===== config.mk =====
export PLATFORM = sky130hd
export DESIGN_NAME = mmss_upcounter
export DESIGN_NICKNAME = d
export VERILOG_FILES = /design/src/rtl/mmss_upcounter.sv
export SDC_FILE = /design/constraint.sdc
export NUM_CORES = 1
export LEC_CHECK = 0
export ABC_AREA = 1
export CAP_MARGIN = 40
export CELL_PAD_IN_SITES_DETAIL_PLACEMENT = 1
export CELL_PAD_IN_SITES_GLOBAL_PLACEMENT = 1
export CORE_MARGIN = 5
export CORE_UTILIZATION = 36
export CTS_CLUSTER_DIAMETER = 50
export DETAILED_ROUTE_END_ITERATION = 16
export PLACE_DENSITY_LB_ADDON = 0.3
export SLEW_MARGIN = 20
export SYNTH_ARGS = -nofsm -noshare
export SYNTH_HDL_FRONTEND = slang
export SYNTH_SLANG_ARGS = --single-unit
export TNS_END_PERCENT = 5

===== constraint.sdc =====
create_clock -name i_clk -period 1.45 [get_ports i_clk]
set_input_delay 0.2175 -clock i_clk [delete_from_list [all_inputs] [get_ports i_clk]]
set_output_delay 0.2175 -clock i_clk [all_outputs]
set_load 0.01 [all_outputs]

===== src/rtl/mmss_upcounter.sv =====
// Up-counting MM:SS stopwatch core: seconds 0..59 carry into minutes 0..MAX_MIN,
// with start/stop, clear, lap-hold display and saturation at MAX_MIN:59.
module mmss_upcounter #(
    parameter int MAX_MIN = 99
) (
    input  logic       i_clk,
    input  logic       i_rst_n,
    input  logic       i_tick,
    input  logic       i_start_stop,
    input  logic       i_clear,
    input  logic       i_lap,
    output logic [5:0] o_sec_q,
    output logic [6:0] o_min_q,
    output logic       o_running,
    output logic       o_lap_active,
    output logic       o_sec_carry,
    output logic       o_full
);

    localparam logic [6:0] MAX_M = 7'(MAX_MIN);

    typedef enum logic {STOPPED = 1'b0, RUNNING = 1'b1} state_t;

    state_t     r_state;
    logic [5:0] r_cnt_sec;
    logic [6:0] r_cnt_min;
    logic [5:0] r_disp_sec;
    logic [6:0] r_disp_min;
    logic       r_lap_active;
    logic       r_sec_carry;
    logic       r_full;

    logic       w_cnt_en;
    logic [5:0] w_sec_nxt;
    logic [6:0] w_min_nxt;
    logic       w_carry;
    logic       w_sat;
    logic       w_lap_nxt;

    // A start_stop in the same cycle as a tick always swallows the tick.
    assign w_cnt_en  = (r_state == RUNNING) && i_tick && !i_start_stop;
    assign w_lap_nxt = i_lap ? !r_lap_active : r_lap_active;

    always_comb begin
        w_sec_nxt = r_cnt_sec;
        w_min_nxt = r_cnt_min;
        w_carry   = 1'b0;
        w_sat     = 1'b0;
        if (w_cnt_en) begin
            if (r_cnt_sec < 6'd59) begin
                w_sec_nxt = r_cnt_sec + 6'd1;
                w_sat     = (r_cnt_min == MAX_M) && (r_cnt_sec == 6'd58);
            end else if (r_cnt_min < MAX_M) begin
                w_sec_nxt = 6'd0;
                w_min_nxt = r_cnt_min + 7'd1;
                w_carry   = 1'b1;
            end
        end
    end

    always_ff @(posedge i_clk or negedge i_rst_n) begin
        if (!i_rst_n) begin
            r_state      <= STOPPED;
            r_cnt_sec    <= '0;
            r_cnt_min    <= '0;
            r_disp_sec   <= '0;
            r_disp_min   <= '0;
            r_lap_active <= 1'b0;
            r_sec_carry  <= 1'b0;
            r_full       <= 1'b0;
        end else if (i_clear) begin
            r_state      <= STOPPED;
            r_cnt_sec    <= '0;
            r_cnt_min    <= '0;
            r_disp_sec   <= '0;
            r_disp_min   <= '0;
            r_lap_active <= 1'b0;
            r_sec_carry  <= 1'b0;
            r_full       <= 1'b0;
        end else begin
            r_cnt_sec    <= w_sec_nxt;
            r_cnt_min    <= w_min_nxt;
            r_sec_carry  <= w_carry;
            r_lap_active <= w_lap_nxt;

            if (w_sat) begin
                r_full  <= 1'b1;
                r_state <= STOPPED;
            end else if (i_start_stop) begin
                if (r_state == RUNNING)
                    r_state <= STOPPED;
                else if (!r_full)
                    r_state <= RUNNING;
            end

            // Entering hold freezes the pre-tick count; otherwise track the new count.
            if (i_lap && !r_lap_active) begin
                r_disp_sec <= r_cnt_sec;
                r_disp_min <= r_cnt_min;
            end else if (!w_lap_nxt) begin
                r_disp_sec <= w_sec_nxt;
                r_disp_min <= w_min_nxt;
            end
        end
    end

    assign o_sec_q      = r_disp_sec;
    assign o_min_q      = r_disp_min;
    assign o_running    = (r_state == RUNNING);
    assign o_lap_active = r_lap_active;
    assign o_sec_carry  = r_sec_carry;
    assign o_full       = r_full;

endmodule


==> key figures, run 1 <==
Placement
  • DPL Wire Length: 3.42 mm
  • Routability cong.: 0.849
  • IO buf count: 22

Worst setup path
  • Worst-path maximum fanout: 2
  • Setup crit end kind: flip-flop
  • Critical path type: reg2reg
  • Crit path cell chain: buf_4, inv_1, ha_1, nand2_1, nor4_2, nand3_1, o211a_1
  • Critical path's top delay family: simple AND/OR/NAND/NOR gates
  • Crit-path max cell delay: 0.41 ns
  • Worst setup SP type: flip-flop
  • WP buf/inv: 2
  • CP Data Arrival Time: 1.63 ns
  • Slowest CP cell: dfrtp_1
  • Worst EP required: 1.62 ns

Clock tree
  • H-tree levels: 2
  • Worst-path clk slew: 0.06 ns
  • Clock Tree Buf Depth: 2
  • Clock sink total: 30
  • Clock Latency Late Sink: 0.28 ns
  • CTS tree: built
  • CTS root buf: clkbuf_8
  • Num CTS Buffers: 5

Global route
  • Initial antenna violation count: 0
  • First-pass GRT wire length: 8.11 mm
  • Number of global-route vias before repair: 1765
  • Grt total ovfl: 0
  • Total track usage: 0.166
  • Largest net degree at the start of global routing: 31

Layout
  • Commonest non-fill, non-tap cells in the layout: nand2_1, dfrtp_1, buf_4, a21oi_1, clkdlybuf4s50_1
  • Ant diodes: 0
  • Final core utilization: 0.503
  • Most common cell after layout, fill and taps aside: nand2_1
  • Syn-to-layout area delta: 36.6%
  • Fraction of layout cells with a size suffix above 1: 0.257
  • Fill cells: 601
  • Final net count: 282

Yosys
  • Register area share after synthesis: 0.434
  • Syn nets: 230
  • Post-Syn Area: 1730 um2
  • Distinct cells, synth: 27
  • Yosys warning count: 0
  • Synth Instances: 220
  • Area contributors post-synth: dfrtp_1, nand2_1, a21oi_1, nand3_1, inv_1
  • Flop and latch count out of synthesis: 30
  • Mapped Avg Cell Area: 7.85 um2
  • Yosys top cell area share: 0.434
  • Largest area contributor in the netlist: dfrtp_1

Floorplanning
  • Number of I/O pins: 23
  • Die X: 79.3 um
  • CORE AREA: 4690 um2
  • Die Span Y: 79.3 um
  • Initial Util: 0.368
  • Core Rows: 25
  • DIE AREA: 6290 um2

Hold path
  • Type of the worst min-delay path: in2async

Power
  • Max IR drop VDD: 0.000614 V
  • Sequential share of power: 0.487
  • Standby leakage power: 0.00118 uW
  • PwrDens: 775 nW/um2
  • Clock Power Share: 0.345
  • Net Switching: 486 uW
  • Int Power: 1340 uW
  • Tot Pwr: 1830 uW
  • Comb pwr share: 0.168
  • Net Sw Frac: 0.266

Detailed routing
  • Initial DRC count: 44
  • DRT Wirelength: 4.63 mm
  • Vias per cell: 4.92
  • First drt pass iteration count: 4
  • Avg WL per Cell: 14.2 um
  • Post-route ant nets: 0
  • DRC viols: 0
  • Via total after detailed routing: 1605

Timing
  • Actual slew at the worst max-slew pin: 0.253 ns
  • Fmax: 0.686 GHz
  • Post-Route Hold Slack: 0.301 ns
  • Period utilization: 1.00
  • Final setup fails: 1
  • Layout Skew: 0.00444 ns
  • Slew Viols, Final: 0
  • Setup ws final: -0.00675 ns
  • RSZ-0062 raised after global routing: yes
  • Final Critical Period: 1.46 ns
  • Final Hold Viols: 0
  • Slew margin rel.: 0.830

Job
  • Maxcap violations: 0

Status
  • Failing checks: negative setup slack
  • Outcome: complete, but fails checks
==> power by group through the flow <==
stage	logic (uW)	clock network, uW	registers [uW]
6_report	308	631	891
2_1_floorplan	128	0	921
4_1_cts	310	655	891
3_5_place_dp	304	0	905
5_1_grt	343	695	895
3_3_place_gp	300	0	904
==> layer usage <==
metal / vias to the layer above / wire [um] / GRT usage
met5: - / 0 / 0
met4: 0 / 68 / 0.0567
met3: 6 / 94 / 0.0317
met2: 15 / 2360 / 0.291
met1: 779 / 2110 / 0.202
li1: 805 / - / -
==> cell type report <==
class / instances / area [um2] / share of cell area
tap: 54 / 67.6 / 0.0286
inverter: 25 / 101 / 0.0429
clock buffer: 7 / 76.3 / 0.0323
timing repair buffer: 51 / 453 / 0.192
multi-input combinational: 159 / 911 / 0.386
sequential: 30 / 752 / 0.318
==> registers in the layout, indices dropped and copies added (netlist names) <==
name / cells
r_cnt_sec: 6
o_lap_active: 1
o_full: 1
o_sec_q: 6
o_min_q: 7
o_sec_carry: 1
r_cnt_min: 7
o_running: 1
==> metrics by stage <==
step                cells  TNS [ns]  instance area (um2)  worst slack [ns]
detailed placement    318     -5.22                 2200            -0.318
finish                326  -0.00675                 2360          -0.00675
floorplan             220         0                 1730           0.00967
global route          326     -1.07                 2360            -0.116
CTS                   326    -0.228                 2330           -0.0781
global placement      318     -4.27                 2200            -0.257
==> worst reg2reg max path: stages (launching register included) <==
cell and delay, ns:
dfrtp_1 0.41, buf_4 0.15, inv_1 0.07, ha_1 0.15
nand2_1 0.06, nor4_2 0.21, nand3_1 0.16, o211a_1 0.14
==> final timing paths <==
| check | from | to | slack [ns] | cells after the start |
|---|---|---|---|---|
| setup / recovery | r_cnt_sec[0]$_DFF_PN0_ | o_running$_DFFE_PN0P_ | -0.007 | 7 |
| hold / removal | i_rst_n | r_cnt_sec[4]$_DFF_PN0_ | 0.30 | 2 |
| setup reg to reg | r_cnt_sec[0]$_DFF_PN0_ | o_running$_DFFE_PN0P_ | -0.007 | 7 |
| hold reg to reg | o_sec_q[2]$_DFFE_PN0P_ | o_sec_q[2]$_DFFE_PN0P_ | 0.48 | 2 |
| max in group asynchronous | i_rst_n | r_cnt_sec[5]$_DFF_PN0_ | 0.97 | 2 |
| min in group i_clk | o_sec_q[2]$_DFFE_PN0P_ | o_sec_q[2]$_DFFE_PN0P_ | 0.48 | 2 |
==> repair_timing <==
action | in CTS | in global routing
gates resized for setup | 11 | 12
buffers inserted | 1 | 0
pin swaps | 13 | 9
hold buffers | 0 | 0
endpoints found under the hold margin | 0 | 0
cloned | 0 | 0
setup endpoints to repair | 23 | 23
==> cell usage after synthesis <==
cell / count
nor2_1: 18
nor2_4: 4
buf_2: 3
dfrtp_1: 30
nand3_2: 1
o21ai_1: 4
inv_4: 1
nand2_2: 4
buf_6: 2
nor2_8: 3
inv_1: 20
nor2_2: 1
nand3_1: 20
inv_2: 4
nor3_1: 2
nand2_1: 64
nand2_4: 1
nand3_4: 1
o211a_1: 1
nor4_1: 1
or2_1: 1
clkbuf_1: 1
a21oi_1: 21
o21ai_2: 1
o21ai_0: 3
nand4_1: 4
ha_1: 4
==> cell families (layout without fill, tap and decap cells) <==
family | count (synthesis) | count (layout) | synth area share
adder cells (fa/ha/maj) | 4 | 4 | 0.0290
AO/OA/AOI/OAI | 30 | 30 | 0.0920
AND/OR/NAND/NOR | 125 | 125 | 0.365
flip-flops | 30 | 30 | 0.434
buffers and inverters | 31 | 83 | 0.0796
No activity file was read; power rests on OpenSTA's default activity.
==> run 2, diff against run 1 <==
Settings changed: CELL_PAD_IN_SITES_DETAIL_PLACEMENT 1 to not set, CELL_PAD_IN_SITES_GLOBAL_PLACEMENT 1 to not set, CORE_UTILIZATION 36 to 49.
==> run 2 against run 1 <==
  * The flow now finishes without violations
  * Non-clock buffer count down 3
  * Via count up 0.75%
  * Clock skew up 0.0038 ns
  * Worst setup slack better by 0.015 ns
  * Final cell count down 3.1%
  * Sequential share of layout area up 0.96 points
  * Clock power down 16%
  * Sequential power down 0.4%
  * Flip-flop and latch count unchanged
  * Largest cell class unchanged
  * Largest power group unchanged
==> key figures, run 2 (same netlist as run 1, synthesis figures left out) <==
Clock tree
  • Hold Buf Count CTS: 0 (unchanged)
  • H-tree levels: 2 (unchanged)
  • CTS tree: built
  • Worst-path clk slew: 0.10 ns (+0.04 ns)
  • CTS root buf: clkbuf_4
  • Num CTS Buffers: 5 (unchanged)
  • Clock sink total: 30 (unchanged)
  • Clock Tree Buf Depth: 2 (unchanged)
  • Clock Latency Late Sink: 0.34 ns (+0.06 ns)

Placement
  • Placed Instances: 306 (-3.8%)
  • Routability cong.: 0.880 (+3.7%)
  • IO buf count: 22 (unchanged)
  • Area post-placement: 2140 um2 (-2.4%)
  • DPL Wire Length: 2.79 mm (-18%)

Floorplanning
  • Number of I/O pins: 23 (unchanged)
  • Core Rows: 21 (-16%)
  • Die X: 69.4 um (-12%)
  • Initial Util: 0.514 (+0.145)
  • Die Span Y: 69.4 um (-12%)
  • CORE AREA: 3360 um2 (-28%)
  • DIE AREA: 4810 um2 (-23%)

Timing
  • Final Critical Period: 1.44 ns (-0.0146 ns)
  • Post-Route Hold Slack: 0.253 ns (-0.0482 ns)
  • Final Hold Viols: 0 (unchanged)
  • Period utilization: 0.995 (-0.0101)
  • Slew margin rel.: 0.746 (-0.0840)
  • Fmax: 0.693 GHz (+1.0%)
  • Final setup fails: 0 (-1)
  • Actual slew at the worst max-slew pin: 0.381 ns (+0.128 ns)
  • Slew Viols, Final: 0 (unchanged)
  • Layout Skew: 0.00826 ns (+0.00382 ns)
  • RSZ-0062 raised after global routing: yes
  • Setup_tns: 0 ns (+0.00675 ns)

Worst setup path
  • CP Data Arrival Time: 1.68 ns (+0.05 ns)
  • R2r worst-path depth: 11 (+4)
  • Worst EP required: 1.68 ns (+0.06 ns)
  • Critical path type: reg2reg
  • Setup crit end kind: flip-flop
  • Worst setup SP type: flip-flop
  • Worst-path maximum fanout: 5 (+3)
  • R2r setup slk: 0.008 ns (about the same)

Layout
  • Post-Layout Inst Area: 2290 um2 (-3.1%)
  • Fill cells: 327 (-46%)
  • Area of the multi-input gates: 916 um2 (+0.55%)
  • Syn-to-layout area delta: 32.4%
  • Commonest non-fill, non-tap cells in the layout: nand2_1, dfrtp_1, buf_4, a21oi_1, nand3_1
  • Fraction of layout cells with a size suffix above 1: 0.248 (-0.00920)
  • Ant diodes: 0 (unchanged)
  • Final net count: 279 (-1.1%)
  • Sequential cell area: 751 um2 (-0.17%)
  • Finished Layout Cells: 316 (-3.1%)
  • Most common cell after layout, fill and taps aside: nand2_1
  • Final core utilization: 0.680 (+0.177)

Detailed routing
  • DRC viols: 0 (unchanged)
  • First drt pass iteration count: 4 (unchanged)
  • Avg WL per Cell: 12.9 um (-9.1%)
  • Via total after detailed routing: 1617 (+0.75%)
  • DRT Wirelength: 4.08 mm (-12%)
  • Post-route ant nets: 0 (unchanged)
  • Vias per cell: 5.12 (+3.9%)
  • Initial DRC count: 116 (+160%)

Global route
  • GR Util met2: 0.283 (-0.00841)
  • Initial antenna violation count: 0 (unchanged)
  • Number of global-route vias before repair: 1614 (-8.6%)
  • Largest net degree at the start of global routing: 31 (unchanged)
  • Met1 Usage GRT: 0.217 (+0.0147)
  • First-pass GRT wire length: 6.95 mm (-14%)
  • Global routing met3 resource utilization: 0.0594 (+0.0277)
  • Total track usage: 0.181 (+0.0154)
  • Grt total ovfl: 0 (unchanged)
  • Top Usage Layer GRT: met2

Power
  • Max IR drop VDD: 0.000642 V (+4.5%)
  • PwrDens: 741 nW/um2 (-4.3%)
  • Standby leakage power: 0.00124 uW (+5.0%)

Hold path
  • Type of the worst min-delay path: in2async

Status
  • Outcome: finished clean

Job
  • Maxcap violations: 0 (unchanged)
run 2: cell types whose count changed in the layout (fill, tap and decap cells not counted), sizes merged:
cell	before	now
clkdlybuf4s50	21	6
dlygate4sd2	0	15
buf	29	26
clkinv	0	1
run 2: worst paths after layout:
| path | end | from |
|---|---|---|
| min reg2reg | o_sec_q[0]$_DFFE_PN0P_ | o_sec_q[0]$_DFFE_PN0P_ |
| max | o_min_q[5]$_DFFE_PN0P_ | r_cnt_sec[0]$_DFF_PN0_ |
| min | o_sec_q[4]$_DFFE_PN0P_ | i_rst_n |
| max reg2reg | o_min_q[5]$_DFFE_PN0P_ | r_cnt_sec[0]$_DFF_PN0_ |
| max in group asynchronous | o_min_q[1]$_DFFE_PN0P_ | i_rst_n |
| min in group i_clk | o_sec_q[0]$_DFFE_PN0P_ | o_sec_q[0]$_DFFE_PN0P_ |
run 2: through the flow:
step | total power [uW] | worst slack [ns]
floorplan | 1050 | 0.00967
global placement | 1190 | -0.232
detailed placement | 1200 | -0.368
CTS | 1710 | -0.0189
global route | 1800 | -0.100
finish | 1700 | 0.00783
run 2: layer usage:
metal,up-vias,routed length [um]
met5,-,0
met4,0,146
met3,16,255
met2,46,1930
met1,743,1740
li1,812,-
run 2: worst max-delay path, cell delays in order (launching register included):
cell and delay (ns):
dfrtp_1 0.40, ha_2 0.20, nor2_4 0.16, inv_2 0.08
nand2_4 0.09, nor2_4 0.05, nand2_1 0.05, nand2_1 0.05
nand2_1 0.07, nand3_1 0.08, nand2_1 0.07, nand2_1 0.04
run 2: cell type report:
cell class	instances	area share
well taps	46	0.0252
clock inverters	1	0.00219
multi-input cells	159	0.400
clock buffers	7	0.0241
repair buffers	48	0.176
flip-flops and latches	30	0.328
inverters	25	0.0443
run 2: power by group:
| group | internal (uW) | total, uW | switching, uW |
|---|---|---|---|
| registers | 870 | 887 | 17.2 |
| logic | 115 | 277 | 162 |
| clock network | 235 | 532 | 297 |
| total | 1220 | 1700 | 476 |
run 2: repair_timing:
action                                  CTS  global route
setup buffers                             0             2
pin swaps                                 6             7
gates resized for setup                  25            13
endpoints found under the setup margin   30            19
cloned                                    0             0
==> run 3, diff against run 2 <==
Settings changed: CORE_ASPECT_RATIO set to 0.5, CORE_UTILIZATION 49 to 50, CTS_BUF_LIST set to sky130_fd_sc_hd__clkbuf_8.
==> run 3 against run 2 <==
  * The flow now finishes with violations (negative setup slack)
  * Register-to-register slack got worse by 0.04 ns
  * Cell area rose by 0.16%
  * Critical path depth fell by 1
  * Final cell count fell by 2.2%
  * Sequential share of layout area barely moved
  * Routed wire length barely moved
  * Die area fell by 0.23%
  * Non-clock buffer count fell by 2
  * Clock skew fell by 0.0012 ns
  * Worst setup slack got worse by 0.041 ns
  * Global-route usage rose by 0.67 points
  * Hold slack improved by 0.076 ns
==> key figures, run 3 (same netlist as run 1, synthesis figures left out) <==
Detailed routing
  • DRT Wirelength: 4.08 mm (about the same)
  • First drt pass iteration count: 4 (unchanged)
  • Via total after detailed routing: 1589 (-1.7%)
  • Vias per cell: 5.14 (+0.49%)
  • Avg WL per Cell: 13.2 um (+2.4%)
  • Post-route ant nets: 0 (unchanged)
  • DRC viols: 0 (unchanged)
  • Initial DRC count: 48 (-59%)

Placement
  • Routability cong.: 0.922 (+4.8%)
  • IO buf count: 22 (unchanged)
  • Area post-placement: 2120 um2 (-0.93%)
  • DPL Wire Length: 2.88 mm (+3.3%)

Layout
  • Commonest non-fill, non-tap cells in the layout: nand2_1, dfrtp_1, buf_4, inv_1, clkdlybuf4s50_1
  • Ant diodes: 0 (unchanged)
  • Fill cells: 279 (-15%)
  • Most common cell after layout, fill and taps aside: nand2_1
  • Fraction of layout cells with a size suffix above 1: 0.232 (-0.0159)
  • Syn-to-layout area delta: 32.7%
  • Final net count: 277 (-0.72%)
  • Post-Layout Inst Area: 2290 um2 (+0.16%)

Power
  • Net Sw Frac: 0.267 (-0.0137)
  • Tot Pwr: 1800 uW (+6.4%)
  • Net Switching: 482 uW (+1.2%)
  • Comb pwr share: 0.165 (+0.002)
  • Standby leakage power: 0.00116 uW (-6.6%)
  • Int Power: 1320 uW (+8.4%)
  • PwrDens: 787 nW/um2 (+6.2%)
  • Clock Power Share: 0.341 (+0.027)
  • Sequential share of power: 0.494 (-0.029)
  • Max IR drop VDD: 0.000536 V (-16%)

Worst setup path
  • Critical path type: reg2reg
  • Worst-path maximum fanout: 7 (+2)
  • Reg2reg start: r_cnt_sec[1]$_DFF_PN0_
  • R2R Path End: o_min_q[1]$_DFFE_PN0P_
  • Worst EP required: 1.62 ns (-0.06 ns)
  • Worst setup SP type: flip-flop
  • R2r worst-path depth: 10 (-1)
  • Slowest CP cell: dfrtp_1
  • Setup crit end kind: flip-flop
  • CP Data Arrival Time: 1.66 ns (-0.02 ns)
  • Crit-path max cell delay: 0.40 ns (about the same)
  • Crit path cell chain: ha_4, nor2_4, nor2_8, nand2_4, nor2_8, inv_4, nand2_2, nand3_1, nand2_1, nand2_1
  • R2r setup slk: -0.03 ns (-0.04 ns)

Clock tree
  • CTS root buf: clkbuf_8
  • H-tree levels: 2 (unchanged)
  • Clock Latency Late Sink: 0.29 ns (-0.05 ns)
  • Clock sink total: 30 (unchanged)
  • CTS tree: built
  • Num CTS Buffers: 5 (unchanged)
  • Hold Buf Count CTS: 0 (unchanged)
  • Worst-path clk slew: 0.07 ns (-0.03 ns)
  • Clock Tree Buf Depth: 2 (unchanged)

Timing
  • Period utilization: 1.02 (+0.0279)
  • Actual slew at the worst max-slew pin: 0.383 ns (+0.00255 ns)
  • Slew margin rel.: 0.745 (-0.00170)
  • RSZ-0062 raised after global routing: yes
  • Slew Viols, Final: 0 (unchanged)
  • Final Hold Viols: 0 (unchanged)
  • Layout Skew: 0.00702 ns (-0.00124 ns)
  • Setup ws final: -0.0327 ns (-0.0405 ns)
  • Fmax: 0.674 GHz (-2.7%)
  • Final Critical Period: 1.48 ns (+0.0405 ns)
  • Final setup fails: 6 (+6)
  • Setup_tns: -0.101 ns (-0.101 ns)

Global route
  • Number of global-route vias before repair: 1531 (-5.1%)
  • Total track usage: 0.188 (+0.00670)
  • First-pass GRT wire length: 6.96 mm (+0.20%)
  • Largest net degree at the start of global routing: 31 (unchanged)
  • Initial antenna violation count: 0 (unchanged)
  • Grt total ovfl: 0 (unchanged)

Floorplanning
  • DIE AREA: 4800 um2 (-0.23%)
  • Core Rows: 15 (-29%)
  • Initial Util: 0.511 (-0.00228)
  • Die Span Y: 51.6 um (-26%)
  • Number of I/O pins: 23 (unchanged)
  • Die X: 93.1 um (+34%)
  • CORE AREA: 3380 um2 (+0.45%)

Hold path
  • Type of the worst min-delay path: in2async

Job
  • Maxcap violations: 0 (unchanged)

Status
  • Outcome: complete, but fails checks
  • Failing checks: negative setup slack
run 3: changes by cell type in the layout (fill, tap and decap cells not counted), moves of 4 or more:
cell             change
dlygate4sd2_1       -15
inv_1                +4
clkbuf_8             +4
clkdlybuf4s50_1     +15
clkbuf_4             -5
run 3: worst max-delay path: cells and delay by family (launching register included):
family	cells	cell delay [ns]
AND/OR/NAND/NOR	8	0.72
flip-flops	1	0.40
adder cells (fa/ha/maj)	1	0.16
buffers and inverters	1	0.08
run 3: power by group through the flow:
stage | combinational, uW | clock, uW | sequential (uW)
final | 298 | 615 | 891
after detailed placement | 286 | 0 | 905
after CTS | 295 | 628 | 891
after global routing | 329 | 669 | 895
after floorplan | 128 | 0 | 921
after global placement | 280 | 0 | 904
run 3: how the worst max path moves through the flow:
stage	start	endpoint	depth (start not counted)
3_5_place_dp	i_lap	o_sec_q[0]$_DFFE_PN0P_	10
3_3_place_gp	i_lap	o_min_q[2]$_DFFE_PN0P_	10
2_1_floorplan	r_cnt_sec[1]$_DFF_PN0_	o_sec_q[0]$_DFFE_PN0P_	9
5_1_grt	r_cnt_sec[0]$_DFF_PN0_	o_sec_q[1]$_DFFE_PN0P_	9
6_report	r_cnt_sec[1]$_DFF_PN0_	o_min_q[1]$_DFFE_PN0P_	10
4_1_cts	r_cnt_sec[0]$_DFF_PN0_	o_sec_q[1]$_DFFE_PN0P_	9
run 3: area by class of cell:
type | instances | area [um2] | share of cell area
flip-flops and latches | 30 | 752 | 0.328
inverters | 25 | 98.8 | 0.0431
multi-input cells | 159 | 910 | 0.397
clock inverters | 2 | 7.51 | 0.00328
well taps | 42 | 52.6 | 0.0229
clock buffers | 5 | 68.8 | 0.0300
repair buffers | 46 | 403 | 0.176
run 3: through the flow:
stage | instances | hold slack, ns | utilization | setup WS (ns)
2_1_floorplan | 220 | -0.0781 | - | 0.00967
3_3_place_gp | 300 | 0.462 | 0.629 | -0.233
3_5_place_dp | 300 | 0.464 | 0.629 | -0.312
4_1_cts | 308 | 0.342 | 0.666 | -0.0535
5_1_grt | 309 | 0.381 | 0.679 | -0.136
6_report | 309 | 0.328 | 0.679 | -0.0327
run 3: layer usage:
| metal | global-route usage | up-vias | share of wire |
|---|---|---|---|
| li1 | - | 799 | - |
| met1 | 0.251 | 744 | 0.47 |
| met2 | 0.308 | 40 | 0.46 |
| met3 | 0.0491 | 6 | 0.061 |
| met4 | 0.0511 | 0 | 0.0093 |
| met5 | 0 | - | 0 |
run 3: repair_timing:
action,4_1_cts,5_1_grt
setup buffers,1,1
pin swaps,5,7
resized for setup,10,9
setup endpoints to repair,22,28
